<file path="src/rtl/datapath_unit.sv">
// ---------------------------------------------------------------------------
// datapath_unit
// Execution datapath for the processor: a 16x16 register file, a 256x16
// synchronous data memory, a 16-bit ALU and the write-back select mux.
// The control unit drives every control input on a per-state basis.
//
// Parameters:
//   MEM_INIT_FILE  optional data-memory image name ("" = none); contents
//                  stay undefined until written
//
// Ports:
//   Clk         in   system clock, all state updates on the rising edge
//   Reset       in   synchronous active-high reset
//   D_Addr      in   [7:0]  data memory address
//   D_Wr        in   data memory write strobe (data = ALU_A)
//   RF_s        in   write-back select: 1 = Mem_Out, 0 = ALU_Out
//   RF_W_Addr   in   [3:0]  register-file write address
//   RF_W_en     in   register-file write enable
//   RF_Ra_Addr  in   [3:0]  read port A address
//   RF_Rb_Addr  in   [3:0]  read port B address
//   ALU_s0      in   [2:0]  ALU operation select
//   ALU_A       out  [15:0] port A data (ALU operand A, STORE data)
//   ALU_B       out  [15:0] port B data (ALU operand B)
//   ALU_Out     out  [15:0] ALU result
//   Mem_Out     out  [15:0] registered memory read data
//   RF_W_Data   out  [15:0] selected write-back value
//
// Optional feature (macro DATAPATH_FLAGS_EN):
//   Flag_Z, Flag_N, Flag_C, Flag_V  registered ALU status flags, updated
//   only on edges that write an ALU result into the register file.
// ---------------------------------------------------------------------------
module datapath_unit #(
    parameter string MEM_INIT_FILE = ""
) (
    input  logic        Clk,
    input  logic        Reset,
    input  logic [7:0]  D_Addr,
    input  logic        D_Wr,
    input  logic        RF_s,
    input  logic [3:0]  RF_W_Addr,
    input  logic        RF_W_en,
    input  logic [3:0]  RF_Ra_Addr,
    input  logic [3:0]  RF_Rb_Addr,
    input  logic [2:0]  ALU_s0,
    output logic [15:0] ALU_A,
    output logic [15:0] ALU_B,
    output logic [15:0] ALU_Out,
    output logic [15:0] Mem_Out,
    output logic [15:0] RF_W_Data
`ifdef DATAPATH_FLAGS_EN
    ,
    output logic        Flag_Z,
    output logic        Flag_N,
    output logic        Flag_C,
    output logic        Flag_V
`endif
);

    logic [15:0] rf_q [16];
    logic [15:0] mem_q [256];
    logic [15:0] mem_out_q;
    logic [15:0] alu_out_s;
    logic [15:0] rf_w_data_s;

    // No write bypass: reads always see the pre-edge register contents.
    assign ALU_A       = rf_q[RF_Ra_Addr];
    assign ALU_B       = rf_q[RF_Rb_Addr];
    assign rf_w_data_s = RF_s ? mem_out_q : alu_out_s;
    assign ALU_Out     = alu_out_s;
    assign Mem_Out     = mem_out_q;
    assign RF_W_Data   = rf_w_data_s;

    // ALU: 16-bit modulo arithmetic, carry never reaches the result.
    always_comb begin
        alu_out_s = 16'h0000;
        case (ALU_s0)
            3'b000:  alu_out_s = ALU_A;
            3'b001:  alu_out_s = ALU_A + ALU_B;
            3'b010:  alu_out_s = ALU_A - ALU_B;
            3'b011:  alu_out_s = ALU_A & ALU_B;
            3'b100:  alu_out_s = ALU_A | ALU_B;
            3'b101:  alu_out_s = ALU_A ^ ALU_B;
            3'b110:  alu_out_s = ALU_A + 16'h0001;
            3'b111:  alu_out_s = ~ALU_A;
            default: alu_out_s = 16'h0000;
        endcase
    end

    // Register file write port; reset clears every entry and blocks the write.
    always_ff @(posedge Clk) begin
        if (Reset) begin
            for (int i = 0; i < 16; i++) begin
                rf_q[i] <= 16'h0000;
            end
        end else if (RF_W_en) begin
            rf_q[RF_W_Addr] <= rf_w_data_s;
        end else begin
            rf_q[RF_W_Addr] <= rf_q[RF_W_Addr];
        end
    end

    // Memory array write; contents survive reset, but a write during reset is dropped.
    always_ff @(posedge Clk) begin
        if (!Reset && D_Wr) begin
            mem_q[D_Addr] <= ALU_A;
        end
    end

    // Read data register refreshes every edge with the pre-write contents.
    always_ff @(posedge Clk) begin
        if (Reset) begin
            mem_out_q <= 16'h0000;
        end else begin
            mem_out_q <= mem_q[D_Addr];
        end
    end

`ifdef DATAPATH_FLAGS_EN
    logic flag_c_s;
    logic flag_v_s;
    logic flag_z_q, flag_n_q, flag_c_q, flag_v_q;

    // Carry and overflow of the current ALU op; derived by comparison so no
    // extra adder is needed.  For SUB, C means "no borrow" (A >= B).
    always_comb begin
        flag_c_s = 1'b0;
        flag_v_s = 1'b0;
        case (ALU_s0)
            3'b001: begin
                flag_c_s = (alu_out_s < ALU_A);
                flag_v_s = (ALU_A[15] == ALU_B[15]) && (alu_out_s[15] != ALU_A[15]);
            end
            3'b010: begin
                flag_c_s = (ALU_A >= ALU_B);
                flag_v_s = (ALU_A[15] != ALU_B[15]) && (alu_out_s[15] != ALU_A[15]);
            end
            3'b110: begin
                flag_c_s = (ALU_A == 16'hFFFF);
                flag_v_s = !ALU_A[15] && alu_out_s[15];
            end
            default: begin
                flag_c_s = 1'b0;
                flag_v_s = 1'b0;
            end
        endcase
    end

    // Flags track only ALU results that are actually written back.
    always_ff @(posedge Clk) begin
        if (Reset) begin
            flag_z_q <= 1'b0;
            flag_n_q <= 1'b0;
            flag_c_q <= 1'b0;
            flag_v_q <= 1'b0;
        end else if (RF_W_en && !RF_s) begin
            flag_z_q <= (alu_out_s == 16'h0000);
            flag_n_q <= alu_out_s[15];
            flag_c_q <= flag_c_s;
            flag_v_q <= flag_v_s;
        end else begin
            flag_z_q <= flag_z_q;
            flag_n_q <= flag_n_q;
            flag_c_q <= flag_c_q;
            flag_v_q <= flag_v_q;
        end
    end

    assign Flag_Z = flag_z_q;
    assign Flag_N = flag_n_q;
    assign Flag_C = flag_c_q;
    assign Flag_V = flag_v_q;
`endif

endmodule

</file>
<file path="config.mk">
export PLATFORM = sky130hd
export DESIGN_NAME = datapath_unit
export DESIGN_NICKNAME = d
export VERILOG_FILES = /design/src/rtl/datapath_unit.sv
export SDC_FILE = /design/constraint.sdc
export NUM_CORES = 2
export LEC_CHECK = 0
export CAP_MARGIN = 20
export CORE_ASPECT_RATIO = 0.9
export CORE_UTILIZATION = 50
export CTS_BUF_LIST = sky130_fd_sc_hd__clkbuf_2 sky130_fd_sc_hd__clkbuf_4 sky130_fd_sc_hd__clkbuf_8
export DETAILED_ROUTE_END_ITERATION = 12
export PLACE_DENSITY = 0.73
export SLEW_MARGIN = 10
export SYNTH_ARGS = -nofsm -noshare
export SYNTH_HDL_FRONTEND = slang
export SYNTH_MEMORY_MAX_BITS = 65536
export SYNTH_SLANG_ARGS = --single-unit
export TNS_END_PERCENT = 20
</file>
<file path="constraint.sdc">
create_clock -name Clk -period 9.9 [get_ports Clk]
set_input_delay 0.99 -clock Clk [delete_from_list [all_inputs] [get_ports Clk]]
set_output_delay 0.99 -clock Clk [all_outputs]
set_load 0.01 [all_outputs]
</file>
# Word-level counts from Yosys, hierarchy flattened
# Memories as Yosys holds them, arrays and structs flattened. A register that Yosys moved wholly into a read port is not among the register bits.
# Index checks and enable logic that the tools add are counted.
[classes]
bitwise = 5
n_mux = 16
n_eq_ne = 8
reduce_logical = 5
add_sub_neg = 3
[op_table]
columns = ["op", "n"]
rows = [
  ["16-bit case mux with 8 select lines", 1],
  ["16-bit two-way mux", 3],
  ["16-bit by 1-bit adder with 16-bit output, second input constant", 1],
  ["16-bit adder", 1],
  ["16-bit bitwise AND", 1],
  ["16-bit inverter", 1],
  ["16-bit bitwise OR", 1],
  ["16-bit OR reduction", 1],
  ["16-bit subtractor", 1],
  ["16-bit bitwise XOR", 1],
  ["3-bit equality test, second input constant", 4],
  ["1-bit two-way mux", 11],
  ["3-bit by 2-bit equality test with 1-bit output, second input constant", 2],
  ["4-bit two-way mux", 1],
  ["3-bit by 1-bit equality test with 1-bit output, second input constant", 1],
  ["3-bit zero test", 1],
  ["2-bit AND reduction", 1],
  ["1-bit logical AND", 1],
  ["1-bit zero test", 1],
  ["0-bit inequality test", 1],
  ["1-bit bitwise OR", 1],
]
[word_totals]
word_cells = 39
inputBits = 28
out_inout_bits = 80
memories = 2
ram_bits = 4352
register_bits = 0
[mem_list]
columns = ["memory", "depth", "width", "read_ports", "rd_clocked_by_memory_dff", "wr", "line", "rtl"]
rows = [
  ["mem_q", 256, 16, 1, 1, 1, "60", "logic [15:0] mem_q [256];"],
  ["rf_q", 16, 16, 2, 0, 16, "59", "logic [15:0] rf_q [16];"],
]

# Longest topological paths before layout
[logic_depth]
word_depth = 7
ltp_mapped = 26
mapped_depth_nobuf = 22

# Worst setup path after synthesis
# Ideal clock, no wire load.
[synth_timing]
kind = "in2out"
startpoint = "input port RF_Ra_Addr[0]"
endpoint = "output port RF_W_Data[14]"
n_path_buf = 4
stages = 17
setup_slack_ns = 1.343
t_required_ns = 8.910
arrival_time_ns = 7.567
cell_sequence = "buf_2 buf_2 buf_1 mux4_2 mux4_2 ha_1 nor2b_1 o21ai_0 a21oi_1 o21a_1 o21a_1 o21a_1 o311ai_0 nand3_1 a311oi_1 clkbuf_1 nor2_1"
[synth_via]
elab_chain_cells = 4
word_cells_on_any_way = 10
cone_classes = "add/sub: 3; mux: 2; bitwise: 4; memory: 1"
[synth_lines]
columns = ["element", "line", "rtl"]
rows = [
  ["from (decl)", "42", "input logic [3:0] RF_Ra_Addr,"],
  ["memory 16 x 16 bit (*)", "--", ""],
  ["net ALU_A[2]", "45", "output logic [15:0] ALU_A,"],
  ["16-bit by 1-bit adder with 16-bit output (tied with other cells)", "83", "3'b110: alu_out_s = ALU_A + 16'h0001;"],
  ["16-bit case mux with 8 select lines (*)", "76", "case (ALU_s0)"],
  ["16-bit two-way mux (*)", "68", "assign rf_w_data_s = RF_s ? mem_out_q : alu_out_s;"],
  ["to (decl)", "49", "output logic [15:0] RF_W_Data"],
]
# Mark *: on every way through the listed nets, which the timed path passes. The rest lies on a longest branch.

# Worst setup path in the final report
[layout_timing]
startpoint = "input port RF_Rb_Addr[2]"
endpoint = "output port RF_W_Data[12]"
[layout_via]
elab_chain_cells = 4
word_cells_on_any_way = 8
cone_classes = "add/sub: 2; mux: 2; bitwise: 3; memory: 1"
[layout_lines]
columns = ["element", "line", "rtl"]
rows = [
  ["from (decl)", "43", "input logic [3:0] RF_Rb_Addr,"],
  ["memory 16 x 16 bit (*)", "--", ""],
  ["16-bit subtractor (tied with other cells)", "79", "3'b010: alu_out_s = ALU_A - ALU_B;"],
  ["16-bit case mux with 8 select lines (*)", "76", ""],
  ["16-bit two-way mux (*)", "68", ""],
]
# Every way passes the cells marked *; elsewhere a longest branch is shown, timed or not.

==> impl_results.html <==
<table>
<tr><th>Metric</th><th>Value</th></tr>
<tr><th colspan="2">Status</th></tr>
<tr><td>Run status</td><td>finished, final reports clean</td></tr>
<tr><th colspan="2">Placed design</th></tr>
<tr><td>HPWL after DPL</td><td>267 mm</td></tr>
<tr><td>Final weighted congestion in routability-driven placement</td><td>0.900</td></tr>
<tr><td>Buffers added on ports</td><td>107</td></tr>
<tr><th colspan="2">Logic synthesis</th></tr>
<tr><td>Leading cell types by total area after synthesis</td><td>edfxtp_1, mux4_2, nor2_1</td></tr>
<tr><td>Sequential area share after synthesis</td><td>75.9%</td></tr>
<tr><td>Post-synth design cell area</td><td>173000 µm²</td></tr>
<tr><td>Synth async-reset ratio</td><td>0%</td></tr>
<tr><td>Post-synthesis register bit count</td><td>4368</td></tr>
<tr><td>Number of instances in the synthesized netlist</td><td>7558</td></tr>
<tr><td>Share of synthesized cell area in and, or, nand and nor gates</td><td>2.14%</td></tr>
<tr><td>Predominant post-synthesis flop cell</td><td>edfxtp_1</td></tr>
<tr><td>Post-synth EDFFs</td><td>4352</td></tr>
<tr><td>Library cells used by synthesis</td><td>67</td></tr>
<tr><td>Fraction of synthesized area in multiplexers</td><td>19.3%</td></tr>
<tr><td>Mapped Nets</td><td>7637</td></tr>
<tr><td>Fraction of the mapped netlist area in compound gates</td><td>0.987%</td></tr>
<tr><td>Dominant combinational cell family by area after synthesis</td><td>multiplexers</td></tr>
<tr><td>Library cell with the largest summed area after synthesis</td><td>edfxtp_1</td></tr>
<tr><td>Adder-cell area share of the yosys netlist</td><td>0.374%</td></tr>
<tr><td>Area share of the largest cell type after synthesis</td><td>75.7%</td></tr>
<tr><td>Post-synthesis share of cell area spent on xor and xnor gates</td><td>0.0558%</td></tr>
<tr><td>Syn Area/Cell</td><td>22.8 µm²</td></tr>
<tr><td>Yosys Warn Count</td><td>0</td></tr>
<tr><th colspan="2">Routing</th></tr>
<tr><td>Overall routed net length</td><td>453 mm</td></tr>
<tr><td>Detailed-route via count</td><td>86700</td></tr>
<tr><td>DRT Pass-1 Iters</td><td>8</td></tr>
<tr><td>Starting DRT DRC Count</td><td>13300</td></tr>
<tr><td>Remaining routing DRC violations</td><td>0</td></tr>
<tr><td>Routed via count divided by cell count</td><td>6.48</td></tr>
<tr><td>Wirelength per Cell</td><td>33.9 µm</td></tr>
<tr><td>Post-route antenna net violation count</td><td>0</td></tr>
<tr><th colspan="2">Global routing</th></tr>
<tr><td>Met1 track utilization from global routing</td><td>36.4%</td></tr>
<tr><td>GRT Total Usage</td><td>25.9%</td></tr>
<tr><td>Global Route met2 Usage</td><td>38.8%</td></tr>
<tr><td>Largest net degree at the start of global routing</td><td>206</td></tr>
<tr><td>Global-route wire length before repair</td><td>639 mm</td></tr>
<tr><td>Number of global-route vias before repair</td><td>86400</td></tr>
<tr><td>Number of antenna violations at the first check in global routing</td><td>36</td></tr>
<tr><td>GR peak layer</td><td>met2</td></tr>
<tr><td>Total overflow reported by the global router</td><td>0</td></tr>
<tr><td>Met3 routing resource usage after global routing</td><td>7.51%</td></tr>
<tr><th colspan="2">Critical path</th></tr>
<tr><td>Maximum fanout count along the critical path</td><td>17</td></tr>
<tr><td>Worst endpoint data arrival time</td><td>7.84 ns</td></tr>
<tr><td>Worst Setup End Kind</td><td>output pin</td></tr>
<tr><td>Worst setup path class</td><td>in -&gt; out</td></tr>
<tr><td>CP Launch Type</td><td>input pin</td></tr>
<tr><td>R2r worst-path depth</td><td>20</td></tr>
<tr><td>Data required time at the worst endpoint</td><td>8.91 ns</td></tr>
<tr><th colspan="2">Timing</th></tr>
<tr><td>Max-slew violations</td><td>0</td></tr>
<tr><td>RSZ-0062 raised after global routing</td><td>false</td></tr>
<tr><td>Minimum period implied by the final worst setup slack</td><td>8.83 ns</td></tr>
<tr><td>Final sum of negative setup slack</td><td>0 ns</td></tr>
<tr><td>Highest clock frequency the design can meet</td><td>113 MHz</td></tr>
<tr><td>Final count of negative-setup-slack endpoints</td><td>0</td></tr>
<tr><td>Least-Margin Pin Slew</td><td>1.48 ns</td></tr>
<tr><td>Final period utilization</td><td>89.2%</td></tr>
<tr><td>Worst max-slew margin expressed relative to the limit</td><td>1.11%</td></tr>
<tr><td>Number of hold violations in the final report</td><td>0</td></tr>
<tr><td>Setup Skew</td><td>0.112 ns</td></tr>
<tr><th colspan="2">Power and ir drop</th></tr>
<tr><td>Reported net switching power</td><td>9070 µW</td></tr>
<tr><td>Internal Power</td><td>29500 µW</td></tr>
<tr><td>Clock share of power</td><td>37.8%</td></tr>
<tr><td>Worst IR drop on VDD</td><td>0.000124 V</td></tr>
<tr><td>Static leakage power</td><td>0.0617 µW</td></tr>
<tr><td>Sequential power share</td><td>54.3%</td></tr>
<tr><td>Total power per unit cell area</td><td>198 nW/µm²</td></tr>
<tr><td>Part of the power in combinational logic</td><td>7.9%</td></tr>
<tr><td>Switching Share</td><td>23.5%</td></tr>
<tr><th colspan="2">Die</th></tr>
<tr><td>Initial Utilization</td><td>50.3%</td></tr>
<tr><td>Y dimension of the die</td><td>559 µm</td></tr>
<tr><td>Die Width</td><td>621 µm</td></tr>
<tr><td>DIE AREA</td><td>348000 µm²</td></tr>
<tr><td>FP Rows</td><td>204</td></tr>
<tr><td>Count of pins on the block boundary</td><td>108</td></tr>
<tr><td>Core box area</td><td>343000 µm²</td></tr>
<tr><th colspan="2">Cells and area</th></tr>
<tr><td>Area added between synthesis and finish</td><td>13.0%</td></tr>
<tr><td>Area occupied by multi-input gates</td><td>40200 µm²</td></tr>
<tr><td>Fill cell total of the finished layout</td><td>23900</td></tr>
<tr><td>Sequential cell area</td><td>131000 µm²</td></tr>
<tr><td>Leading cell types in the layout, fill and taps excluded</td><td>edfxtp_1, mux4_2, clkbuf_8, buf_4, nor2_1</td></tr>
<tr><td>Share of cells above drive strength 1</td><td>36.4%</td></tr>
<tr><td>Most common cell after layout, fill and taps aside</td><td>edfxtp_1</td></tr>
<tr><td>Share of the core filled with cells in the final layout</td><td>56.8%</td></tr>
<tr><td>Number of nets in the final layout</td><td>8396</td></tr>
<tr><th colspan="2">CTS</th></tr>
<tr><td>Inserted Clock Buffers</td><td>671</td></tr>
<tr><td>TritonCTS clock tree</td><td>done</td></tr>
<tr><td>Clock transition at the registers of the reported paths</td><td>0.06 ns</td></tr>
<tr><td>Clock Path Buffers</td><td>4</td></tr>
<tr><td>Setup fix buffers added after clock tree synthesis</td><td>0</td></tr>
<tr><td>Count of H-tree levels built during CTS</td><td>6</td></tr>
<tr><td>Clock insertion delay at the later pin of the skew report</td><td>1.25 ns</td></tr>
<tr><td>CTS sink cnt</td><td>4368</td></tr>
<tr><td>CTS resizes</td><td>0</td></tr>
<tr><td>Hold buffer count at cts</td><td>0</td></tr>
<tr><td>CTS root buf</td><td>clkbuf_8</td></tr>
<tr><th colspan="2">Flow run</th></tr>
<tr><td>Count of max-cap constraint violations</td><td>0</td></tr>
<tr><th colspan="2">Hold path</th></tr>
<tr><td>Tightest Hold Check Type</td><td>in -&gt; reg</td></tr>
<tr><td>Worst hold path depth</td><td>2</td></tr>
</table>
==> through the flow <==
stage | power (µW) | instances | cell area (µm²) | hold WS, ns | setup slack [ns]
global route | 39600 | 13400 | 195000 | 0.390 | 0.827
global placement | 24200 | 12100 | 181000 | 0.959 | 1.30
floorplan | 23000 | 7558 | 173000 | 0.718 | 1.34
finish | 38500 | 13400 | 195000 | 0.381 | 1.07
CTS | 38600 | 13300 | 195000 | 0.293 | 1.25
detailed placement | 24300 | 12200 | 182000 | 0.933 | 1.27
==> path summary, 6_finish.rpt <==
| kind | from | to | slack, ns |
|---|---|---|---|
| max | RF_Rb_Addr[2] | RF_W_Data[12] | 1.07 |
| min | Reset | Mem_Out[0] | 0.38 |
| max reg2reg | rf_q[7][6] | rf_q[5][15] | 3.90 |
| min reg2reg | Mem_Out[0] | rf_q[15][0] | 0.91 |
==> Yosys cell counts (5+ instances only) <==
master,n
buf_1,116
nand3_1,46
dfxtp_1,16
or2_2,9
nand2b_1,23
buf_6,5
inv_1,56
nand4_1,10
a221oi_2,6
nor2b_1,46
buf_2,34
a22o_1,13
xnor2_1,8
mux4_2,1457
a221oi_1,8
and2_1,9
mux2_2,10
o21ai_0,30
a31oi_1,22
nand2_1,100
nor3_1,81
o22ai_1,28
nor2_1,513
a41oi_1,5
edfxtp_1,4352
a22oi_1,16
ha_1,50
a21oi_1,61
o21a_1,6
mux2i_1,36
a21o_1,9
clkbuf_1,300
==> flip-flops by register name, summed over array words and instances, names as in the netlist <==
signal,flops
Mem_Out,16
mem_q,4096
rf_q,256
==> layer usage <==
metal  vias up  part of all wire [%]
met4        18                   3.9
met1     45700                    37
met5         -                 0.089
li1      33800                     -
met3       960                    13
met2      6197                    46
==> critical path, stage by stage <==
cell             delay, ns
clkdlybuf4s50_1       0.81
nor2b_1               0.81
a22oi_1               0.21
nand2_1               0.23
inv_1                 0.12
ha_1                  0.25
nor3_1                0.20
a21oi_1               0.06
o22ai_1               0.15
ha_1                  0.29
nor2b_1               0.16
o21ai_0               0.35
a21oi_1               0.16
o21a_1                0.21
o21a_1                0.19
o21a_1                0.22
o31a_1                0.29
o31ai_1               0.66
mux2i_2               0.43
inv_1                 0.37
clkdlybuf4s50_1       0.62
==> cell type report <==
cell class	count	area share (%)
antenna	14	0.0180
clock buffer	927	5.77
clock inverter	262	0.835
inverter	58	0.112
multi-input combinational	2671	20.6
sequential	4368	67.2
tap	4532	2.91
timing repair buffer	547	2.57
==> cell families (layout without fill, tap and decap cells) <==
group | count (synthesis) | count (layout)
other | 0 | 14
AOI/OAI and AO/OA | 248 | 248
and+or+nand+nor | 855 | 855
buffers and inverters | 519 | 1794
xor gates and xnor gates | 11 | 11
muxes | 1506 | 1506
DFF | 4368 | 4368
adders and majority gates | 51 | 51
==> power groups by stage <==
stage | Sequential (µW) | Combinational [µW] | Clock (µW)
after floorplan | 21300 | 1700 | 0
after global routing | 20900 | 3190 | 15500
after CTS | 20900 | 3020 | 14700
after detailed placement | 21300 | 3020 | 0
final | 20900 | 3050 | 14600
after global placement | 21300 | 2930 | 0
Note: power is estimated with default switching activity, not from simulation.
